[config.mk]
export PLATFORM = sky130hd
export DESIGN_NAME = seq101_scan_ctrl_flat
export DESIGN_NICKNAME = d
export VERILOG_FILES = /design/src/rtl/seq101_pkg.sv /design/src/rtl/seq101_scan_ctrl_if.sv /design/src/rtl/seq101_det.sv /design/src/rtl/seq101_scan_ctrl.sv /design/src/flat_wrapper.sv
export SDC_FILE = /design/constraint.sdc
export NUM_CORES = 1
export LEC_CHECK = 0
export CAP_MARGIN = 20
export CORE_MARGIN = 4
export CORE_UTILIZATION = 30
export CTS_BUF_LIST = sky130_fd_sc_hd__clkbuf_4 sky130_fd_sc_hd__clkbuf_8
export DETAILED_ROUTE_END_ITERATION = 16
export SYNTH_ARGS = -nofsm -noshare
export SYNTH_HDL_FRONTEND = slang
export SYNTH_SLANG_ARGS = --single-unit
[constraint.sdc]
create_clock -name clk -period 2 [get_ports clk]
set_clock_uncertainty 0.1 [all_clocks]
set_input_delay 0.4 -clock clk [delete_from_list [all_inputs] [get_ports clk]]
set_output_delay 0.4 -clock clk [all_outputs]
set_load 0.02 [all_outputs]
[src/rtl/seq101_pkg.sv]
// seq101_pkg: shared defaults, controller FSM encodings and detector state encodings
package seq101_pkg;
    localparam int WIDTH_DEF = 16;
    localparam int CNT_W_DEF = 5;
    typedef logic [2:0] ctrl_state_t;
    localparam ctrl_state_t ST_IDLE  = 3'd0;
    localparam ctrl_state_t ST_CLEAR = 3'd1;
    localparam ctrl_state_t ST_SHIFT = 3'd2;
    localparam ctrl_state_t ST_DRAIN = 3'd3;
    localparam ctrl_state_t ST_DONE  = 3'd4;
    typedef logic [1:0] det_state_t;
    localparam det_state_t S0 = 2'b00;
    localparam det_state_t S1 = 2'b01;
    localparam det_state_t S2 = 2'b11;
    localparam det_state_t S3 = 2'b10;
    // S3 keeps the trailing "1" of a match so overlapping matches chain through S1/S2
    function automatic det_state_t det_next(input det_state_t s, input logic x);
        return x ? ((s == S2) ? S3 : S1) : ((s == S0 || s == S2) ? S0 : S2);
    endfunction
endpackage

[src/rtl/seq101_scan_ctrl_if.sv]
// seq101_scan_if: word handshake and result bus between producer and scan controller
interface seq101_scan_if #(
    parameter int WIDTH = 16,
    parameter int CNT_W = 5
) ();
    logic             start;
    logic [WIDTH-1:0] data_in;
    logic             busy;
    logic             done;
    logic             found;
    logic [CNT_W-1:0] match_cnt;
    logic [CNT_W-1:0] first_pos;
    modport master (output start, data_in, input busy, done, found, match_cnt, first_pos);
    modport slave  (input start, data_in, output busy, done, found, match_cnt, first_pos);
endinterface

[src/rtl/seq101_det.sv]
// seq101_det: Moore "101" detector with overlap and synchronous clear
module seq101_det
    import seq101_pkg::*;
(
    input  logic clk,
    input  logic clr_n,
    input  logic sclr,
    input  logic x,
    output logic z
);
    det_state_t st;
    always_ff @(posedge clk or negedge clr_n) begin
        if (!clr_n) st <= S0;
        else        st <= sclr ? S0 : det_next(st, x);
    end
    assign z = (st == S3);
endmodule

[src/rtl/seq101_scan_ctrl.sv]
// seq101_scan_ctrl: accepts a word, shifts it MSB-first through seq101_det and tallies matches
module seq101_scan_ctrl
    import seq101_pkg::*;
#(
    parameter int WIDTH = WIDTH_DEF,
    parameter int CNT_W = CNT_W_DEF
) (
    input logic          clk,
    input logic          clr_n,
    seq101_scan_if.slave bus
);
    ctrl_state_t      state;
    logic [WIDTH-1:0] shreg;
    logic [CNT_W-1:0] idx;
    logic [CNT_W-1:0] cnt;
    logic [CNT_W-1:0] pos;
    logic             fnd;
    logic             x;
    logic             z;
    logic             sclr;
    logic             hit;
    assign x    = (state == ST_SHIFT) & shreg[WIDTH-1];
    assign sclr = (state == ST_CLEAR);
    // z lags the sampled bit by one edge, so it belongs to bit idx-1
    assign hit  = z & (((state == ST_SHIFT) & (idx != '0)) | (state == ST_DRAIN));
    seq101_det u_det (
        .clk  (clk),
        .clr_n(clr_n),
        .sclr (sclr),
        .x    (x),
        .z    (z)
    );
    always_ff @(posedge clk or negedge clr_n) begin
        if (!clr_n) begin
            state <= ST_IDLE;
            shreg <= '0;
            idx   <= '0;
            cnt   <= '0;
            pos   <= '0;
            fnd   <= 1'b0;
        end else begin
            case (state)
                ST_IDLE: if (bus.start) begin
                    shreg <= bus.data_in;
                    state <= ST_CLEAR;
                end
                ST_CLEAR: begin
                    idx   <= '0;
                    cnt   <= '0;
                    pos   <= '0;
                    fnd   <= 1'b0;
                    state <= ST_SHIFT;
                end
                ST_SHIFT: begin
                    shreg <= shreg << 1;
                    idx   <= idx + 1'b1;
                    if (idx == CNT_W'(WIDTH - 1)) state <= ST_DRAIN;
                end
                ST_DRAIN: state <= ST_DONE;
                default:  state <= ST_IDLE;
            endcase
            if (hit) begin
                cnt <= cnt + 1'b1;
                if (!fnd) begin
                    fnd <= 1'b1;
                    pos <= idx - 1'b1;
                end
            end
        end
    end
    assign bus.busy      = (state != ST_IDLE);
    assign bus.done      = (state == ST_DONE);
    assign bus.found     = fnd;
    assign bus.match_cnt = cnt;
    assign bus.first_pos = pos;
endmodule

[src/flat_wrapper.sv]
// flat-port wrapper written by rule: the top's interface ports become plain ports
module seq101_scan_ctrl_flat import seq101_pkg::*;
#(
    parameter int WIDTH = WIDTH_DEF,
    parameter int CNT_W = CNT_W_DEF
)
  (clk, clr_n, bus_start, bus_data_in, bus_busy, bus_done, bus_found, bus_match_cnt, bus_first_pos);
  seq101_scan_if #(.WIDTH(WIDTH), .CNT_W(CNT_W)) bus_i ();
  input logic clk;
  input logic clr_n;
  input wire logic [$bits(bus_i.start)-1:0] bus_start;
  input wire logic [$bits(bus_i.data_in)-1:0] bus_data_in;
  output wire logic [$bits(bus_i.busy)-1:0] bus_busy;
  output wire logic [$bits(bus_i.done)-1:0] bus_done;
  output wire logic [$bits(bus_i.found)-1:0] bus_found;
  output wire logic [$bits(bus_i.match_cnt)-1:0] bus_match_cnt;
  output wire logic [$bits(bus_i.first_pos)-1:0] bus_first_pos;
  assign bus_i.start = bus_start;
  assign bus_i.data_in = bus_data_in;
  assign bus_busy = bus_i.busy;
  assign bus_done = bus_i.done;
  assign bus_found = bus_i.found;
  assign bus_match_cnt = bus_i.match_cnt;
  assign bus_first_pos = bus_i.first_pos;
  seq101_scan_ctrl #(.WIDTH(WIDTH), .CNT_W(CNT_W)) u_core (.clk(clk), .clr_n(clr_n), .bus(bus_i));
endmodule
==> flow_summary_export.csv <==
group,metric,value,unit
worst_setup_path,rr_worst_depth,5,
die,rows,28,
clocking,clk_pin_slew,0.07,ns
cells_and_area,ff_latch_area,925.9,µm²
synthesis,synth-seq-cells,37,
worst_setup_path,worstSetupStartpoint,"u_core.state[2]",
cells_and_area,final_cell_mix,"dfrtp_1, clkdlybuf4s50_1, mux2i_1, inv_1, o22ai_1",
timing,maxSlewViolCount,0,
placement,dpl.hpwl,2764,µm
clocking,cts_max_path_buffers,2,
cells_and_area,nFillCells,597,
cells_and_area,multiInputGateArea,827.0,µm²
power,irDropWorstVdd,0.5381,mV
grt,antenna_found_initial,0,
synthesis,synthFlopType,"dfrtp_1",
power,pwr_density_cell,1523,mW/mm²
grt,grt_usage,11.23,%
grt,grt_first_pass_wirelength,6630,µm
grt,grt_pass1_vias,1414,
drt,antenna_left,0,
drt,via_count,1359,
drt,drt_first_pass_iters,4,
grt,overflow,0,
timing,finalHoldViolations,0,
cells_and_area,final_core_util,41.01,%
die,dieHeight,87.36,µm
power,seqPwrFrac,33.4,%
timing,relSlewSlack,67.94,%
flow_run,drv_cap,0,
die,initial_utilization,31.35,%
cells_and_area,fin_cells,290,
synthesis,synth_warnings,0,
timing,rsz0062_at_grt,"no",
worst_setup_path,rr_endpoint,"u_core.bus.first_pos[3]",
clocking,insertion_delay,0.29,ns
clocking,clock_sinks,37,
worst_setup_path,startpoint_type,"register",
drt,drt_iter0_drc,39,
placement,place_congestion,0.7015,
power,p_clk_share,18.6,%
power,combPwrFrac,48.0,%
die,die_w,87.36,µm
hold_path,hold_path_class,"reg -> reg",
worst_setup_path,worstPathRequired,1.50,ns
timing,finalSetupViolCount,0,
synthesis,syn_nets,198,
cells_and_area,final_net_count,239,
clocking,postCtsSetupBuffers,0,
power,intPower,0.002366,W
worst_setup_path,crit_type,"reg -> out",
synthesis,syn_area,0.001889,mm²
clocking,root_buffer,"clkbuf_8",
cells_and_area,drive_gt1_share,13.95,%
die,core-area,0.006026,mm²
worst_setup_path,arrival,1.37,ns
clocking,cts_buffers,5,
timing,worst_pin_slew,0.4809,ns
synthesis,synth.avg_cell_area,10.92,µm²
worst_setup_path,worst_path_largest_cell_delay,0.44,ns
clocking,ctsHtreeMaxLevel,2,
die,die_area,0.007632,mm²
synthesis,synth_edf_count,0,
power,switching_share,37.13,%
drt,wirelength,3924,µm
die,num_io_pins,32,
timing,tns,0,ns
synthesis,synthCells,173,
clocking,holdBufCountCts,0,
cells_and_area,layout_commonest_cell,"dfrtp_1",
worst_setup_path,crit_chain,"nor2_1 -> nand2_1 -> dlygate4sd2_1",
worst_setup_path,path_delay_family,"flip-flops",
synthesis,yosysSeqAreaShare,49.01,%
hold_path,min_to,"u_core.shreg[9]",
worst_setup_path,worstPathMaxFanout,7,
hold_path,hold_start,"u_core.shreg[9]",
hold_path,holdPathStages,2,
worst_setup_path,timing.rr.start,"u_core.idx[0]",
timing,fmax,534.6,MHz
drt,wire_per_inst,13.53,µm
clocking,cts_tree,"yes",
power,switchingPower,0.001397,W
grt,grt_max_degree,38,
placement,port_buffers,31,
placement,dpl.cell_count,282,
timing,fin_crit_sh,93.53,%
power,finalPower,0.003763,W
worst_setup_path,end_kind,"output port",
cells_and_area,diodes,0,
power,power.static_leakage,1.191,nW
worst_setup_path,reg2reg_slack,0.13,ns
synthesis,synthArstFlopShare,100.0,%
timing,fin_crit,1.871,ns
outcome,status,"completed",
cells_and_area,syn_to_final_growth,30.79,%
drt,drc,0,
worst_setup_path,crit_path_top_delay_cell,"dfrtp_1",
synthesis,netlist-cell-type-count,35,
worst_setup_path,cp_num_buf_inv,1,
drt,via_per_inst,4.686,
## worst max-delay path by stage
stage,to,slack (ns),depth (start not counted)
6_report,bus_busy,0.13,3
3_3_place_gp,u_core.bus.first_pos[0],0.20,5
2_1_floorplan,u_core.bus.first_pos[0],0.19,5
5_1_grt,u_core.bus.first_pos[0],0.01,5
4_1_cts,u_core.bus.first_pos[3],0.1,5
3_5_place_dp,u_core.bus.first_pos[3],0.09,5
## cell type report
type | count | area share (%)
multi-input cells | 102 | 33.47
flip-flops and latches | 37 | 37.47
clock buffers | 7 | 3.646
well taps | 75 | 3.797
repair buffers | 43 | 16.61
clock inverters | 1 | 1.215
inverters | 25 | 3.797
## state kept, by name (all words and copies together), names as in the netlist
name and flops:
u_core.bus.first_pos 5, u_core.bus.found 1, u_core.bus.match_cnt 5, u_core.idx 5, u_core.shreg 16, u_core.state 3, u_core.u_det.st 2
## cell usage after synthesis, types with 2 or more instances
| library cell | number | area (µm²) |
|---|---|---|
| nor3b_1 | 4 | 30.03 |
| buf_2 | 5 | 25.02 |
| nand2_1 | 13 | 48.80 |
| and3_2 | 2 | 15.01 |
| nand3_1 | 4 | 20.02 |
| xor2_1 | 2 | 17.52 |
| o22ai_1 | 16 | 100.1 |
| dfrtp_1 | 37 | 925.9 |
| a21boi_0 | 2 | 15.01 |
| o21a_1 | 2 | 15.01 |
| ha_1 | 6 | 75.07 |
| o21ai_0 | 2 | 10.01 |
| mux2_2 | 2 | 22.52 |
| xnor2_1 | 3 | 26.28 |
| mux2i_1 | 27 | 270.3 |
| buf_4 | 2 | 15.01 |
| nor2_1 | 3 | 11.26 |
| inv_1 | 24 | 90.09 |
## worst register-to-register path, stage by stage (launching register included)
cell	delay [ns]
dfrtp_1	0.38
inv_1	0.10
ha_4	0.15
or4b_4	0.50
o211ai_4	0.32
mux2i_1	0.24
## repair_timing
item	4_1_cts	5_1_grt
pin swaps	0	1
setup endpoints to repair	2	1
endpoints found under the hold margin	0	0
gates resized for setup	2	2
## metal layers
layer  GRT usage, %  part of all wire (%)  up-vias
met5              0                     0        -
met2          18.01                    48       19
met4          4.184                   1.7        0
met1          14.13                    46      653
met3          3.500                   4.1        7
li1               -                     -      680
## cell families after synthesis
kind of cell	Yosys count	share of synthesized area [%]
buffers and inverters	34	7.880
flip-flops	37	49.01
AO/OA/AOI/OAI	29	11.46
multiplexers	29	15.50
XOR/XNOR	5	2.318
AND/OR/NAND/NOR	33	9.868
adder cells (fa/ha/maj)	6	3.973
## power by group through the flow
stage                     registers, W  logic, W  clock network [W]
final                          0.00126   0.00181           0.000698
after detailed placement       0.00127   0.00182                  0
after floorplan                0.00130   0.00117                  0
after global placement         0.00126   0.00179                  0
after global routing           0.00129   0.00201           0.000746
after CTS                      0.00126   0.00182           0.000719
## metrics by stage
| stage | setup WS [ns] | hold WS (ns) | instance area (µm²) |
|---|---|---|---|
| after global routing | 0.01364 | 0.4501 | 2471 |
| after floorplan | 0.1909 | 0.004409 | 1889 |
| after CTS | 0.09871 | 0.4243 | 2459 |
| after detailed placement | 0.09059 | 0.4125 | 2341 |
| final | 0.1293 | 0.4201 | 2471 |
| after global placement | 0.1987 | 0.4065 | 2341 |
Power figures use the tool's default switching activity.
==> RTL edit: new RTL, config.mk and constraints unchanged <==
The package constant `CNT_W_DEF` goes from 5 to 10.
--- a/src/rtl/seq101_pkg.sv
+++ b/src/rtl/seq101_pkg.sv
@@ -1,7 +1,7 @@
 // seq101_pkg: shared defaults, controller FSM encodings and detector state encodings
 package seq101_pkg;
     localparam int WIDTH_DEF = 16;
-    localparam int CNT_W_DEF = 5;
+    localparam int CNT_W_DEF = 10;
     typedef logic [2:0] ctrl_state_t;
     localparam ctrl_state_t ST_IDLE  = 3'd0;
     localparam ctrl_state_t ST_CLEAR = 3'd1;
Interface: changed (resized bus_first_pos and bus_match_cnt); port bits go from 32 to 42. No check against the original RTL was run, so the function may have changed too.
==> RTL edit against the unedited design <==
The run now ends with setup timing left. Cell area rose by 47%. Wire length rose by 58%. Utilization rose by 0.77 points. Synthesized area rose by 42%. Worst setup slack got worse by 0.32 ns. Worst hold slack got worse by 0.025 ns. Sequential cell count rose by 15. Power rose by 25%. Highest routed layer unchanged.
==> RTL edit: results (changes against the unedited design) <==
Status
  – Failing checks: setup timing
  – Status: finished with violations

Routing
  – Drt total wl: 6209 µm (+58%)
  – DRT iter0 DRCs: 85 (+120%)
  – DR vias: 2193 (+61%)
  – TritonRoute pass-1 iters: 5 (+1)

Critical path
  – Critical Path End: u_core.bus.match_cnt[4]
  – Top fanout value on the critical path: 5 (-2)
  – R2R depth: 8 (+3)

Clock tree
  – Clock Pin Slew Worst Setup and Hold Paths: 0.10 ns (+0.03 ns)
  – Worst-Skew Late Latency: 0.31 ns (+0.02 ns)

GRT
  – M3 GR Usage: 0.02935 (-0.005653)
  – Global-route wire length before repair: 10110 µm (+52%)
  – Met1 global-route usage: 0.1631 (+0.02186)
  – Pin count of the biggest net entering global routing: 53 (+39%)
  – Vias in the first global route: 2044 (+45%)
  – Gr usage total: 0.1223 (+0.009963)

STA
  – Min Hold Slack: 0.3947 ns (-0.02534 ns)
  – Final worst slack: -0.1909 ns (-0.3202 ns)
  – Endpoints failing setup: 16 (+16)

Synth
  – Top cells by count, synth: 52 x dfrtp_1, 44 x nand2_1, 30 x mux2i_1
  – Unique masters post-synth: 42 (+20%)
  – Mapped Nets: 295 (+49%)
  – Synth Instances: 271 (+57%)

Placement
  – Inst Count DP: 432 (+53%)
  – # port buffers: 41 (+32%)
  – Routability congestion estimate: 0.8158 (+16%)
  – HPWL after DPL: 4324 µm (+56%)

Pwr
  – Peak supply drop: 0.4853 mV (-9.8%)
  – Leakage: 1.638 nW (+37%)

Finish
  – Proportion of layout cells with a drive suffix above 1: 0.2012 (+0.06165)
  – Fin nets: 361 (+51%)
## RTL edit: cell count changes after synthesis, sizes merged, moves of 6 or more
cell	unedited run	this run
clkbuf	1	10
nand4	1	7
nand3	4	10
nand2	13	44
dfrtp	37	52
inv	24	4
o22ai	16	0
o21ai	3	29
## RTL edit: cell families after synthesis
family                   count (synthesis)  share of synthesized area
multiplexers                            31                     0.1164
XOR/XNOR                                 7                    0.02291
adder cells (fa/ha/maj)                  5                    0.02338
flip-flops                              52                     0.4862
AO/OA/AOI/OAI                           48                     0.1108
AND/OR/NAND/NOR                        106                     0.2038
buffers and inverters                   22                    0.03646
## RTL edit: worst min path at each step
stage | endpoint | cells after the start | start
final | u_core.shreg[13] | 2 | u_core.shreg[13]
after global routing | u_core.shreg[13] | 2 | u_core.shreg[13]
after CTS | u_core.shreg[13] | 2 | u_core.shreg[13]
after detailed placement | u_core.bus.first_pos[3] | 2 | clr_n
after global placement | u_core.shreg[10] | 2 | clr_n
after floorplan | u_core.bus.first_pos[0] | 0 | clr_n
## RTL edit: critical path: stages (launching register included)
cell and delay (ns):
dfrtp_1 0.40, inv_2 0.08, ha_4 0.13, or4b_4 0.48, buf_6 0.15, o41ai_4 0.28
buf_4 0.19, nor3_2 0.05, a211o_1 0.24
## RTL edit: per-stage QoR
| step | setup WS [ns] | power (W) |
|---|---|---|
| after detailed placement | -0.1981 | 0.003774 |
| final | -0.1909 | 0.004711 |
| after global placement | -0.1169 | 0.003718 |
| after CTS | -0.2018 | 0.004711 |
| after global routing | -0.2750 | 0.005075 |
| after floorplan | -0.1692 | 0.002921 |
## RTL edit: layout make-up
cell class	count	area, µm²	share of cell area
Multi-Input combinational cell	198	1373	0.3767
Sequential cell	52	1301	0.3571
Timing Repair Buffer	76	698.2	0.1916
Tap cell	108	135.1	0.03709
Clock buffer	6	82.58	0.02266
Clock inverter	2	38.79	0.01065
Inverter	4	15.01	0.004121
## RTL edit: what timing repair did
| action | 4_1_cts | 5_1_grt |
|---|---|---|
| hold endpoints to repair | 52 | 0 |
| gates resized for setup | 17 | 11 |
| cloned | 1 | 0 |
| buffers inserted | 5 | 0 |
| hold buffers | 1 | 0 |
| pin swaps | 5 | 12 |
| endpoints found under the setup margin | 20 | 23 |
## RTL edit: power breakdown
group	internal (W)	switching [W]
Combinational	0.00115	0.00120
Clock	0.000410	0.000359
Sequential	0.00137	0.000217
## RTL edit: routing by layer
metal | vias to the layer above | wire [µm]
met3 | 5 | 346
li1 | 1097 | -
met2 | 40 | 2962
met1 | 1051 | 2840
met4 | 0 | 59
met5 | - | 0
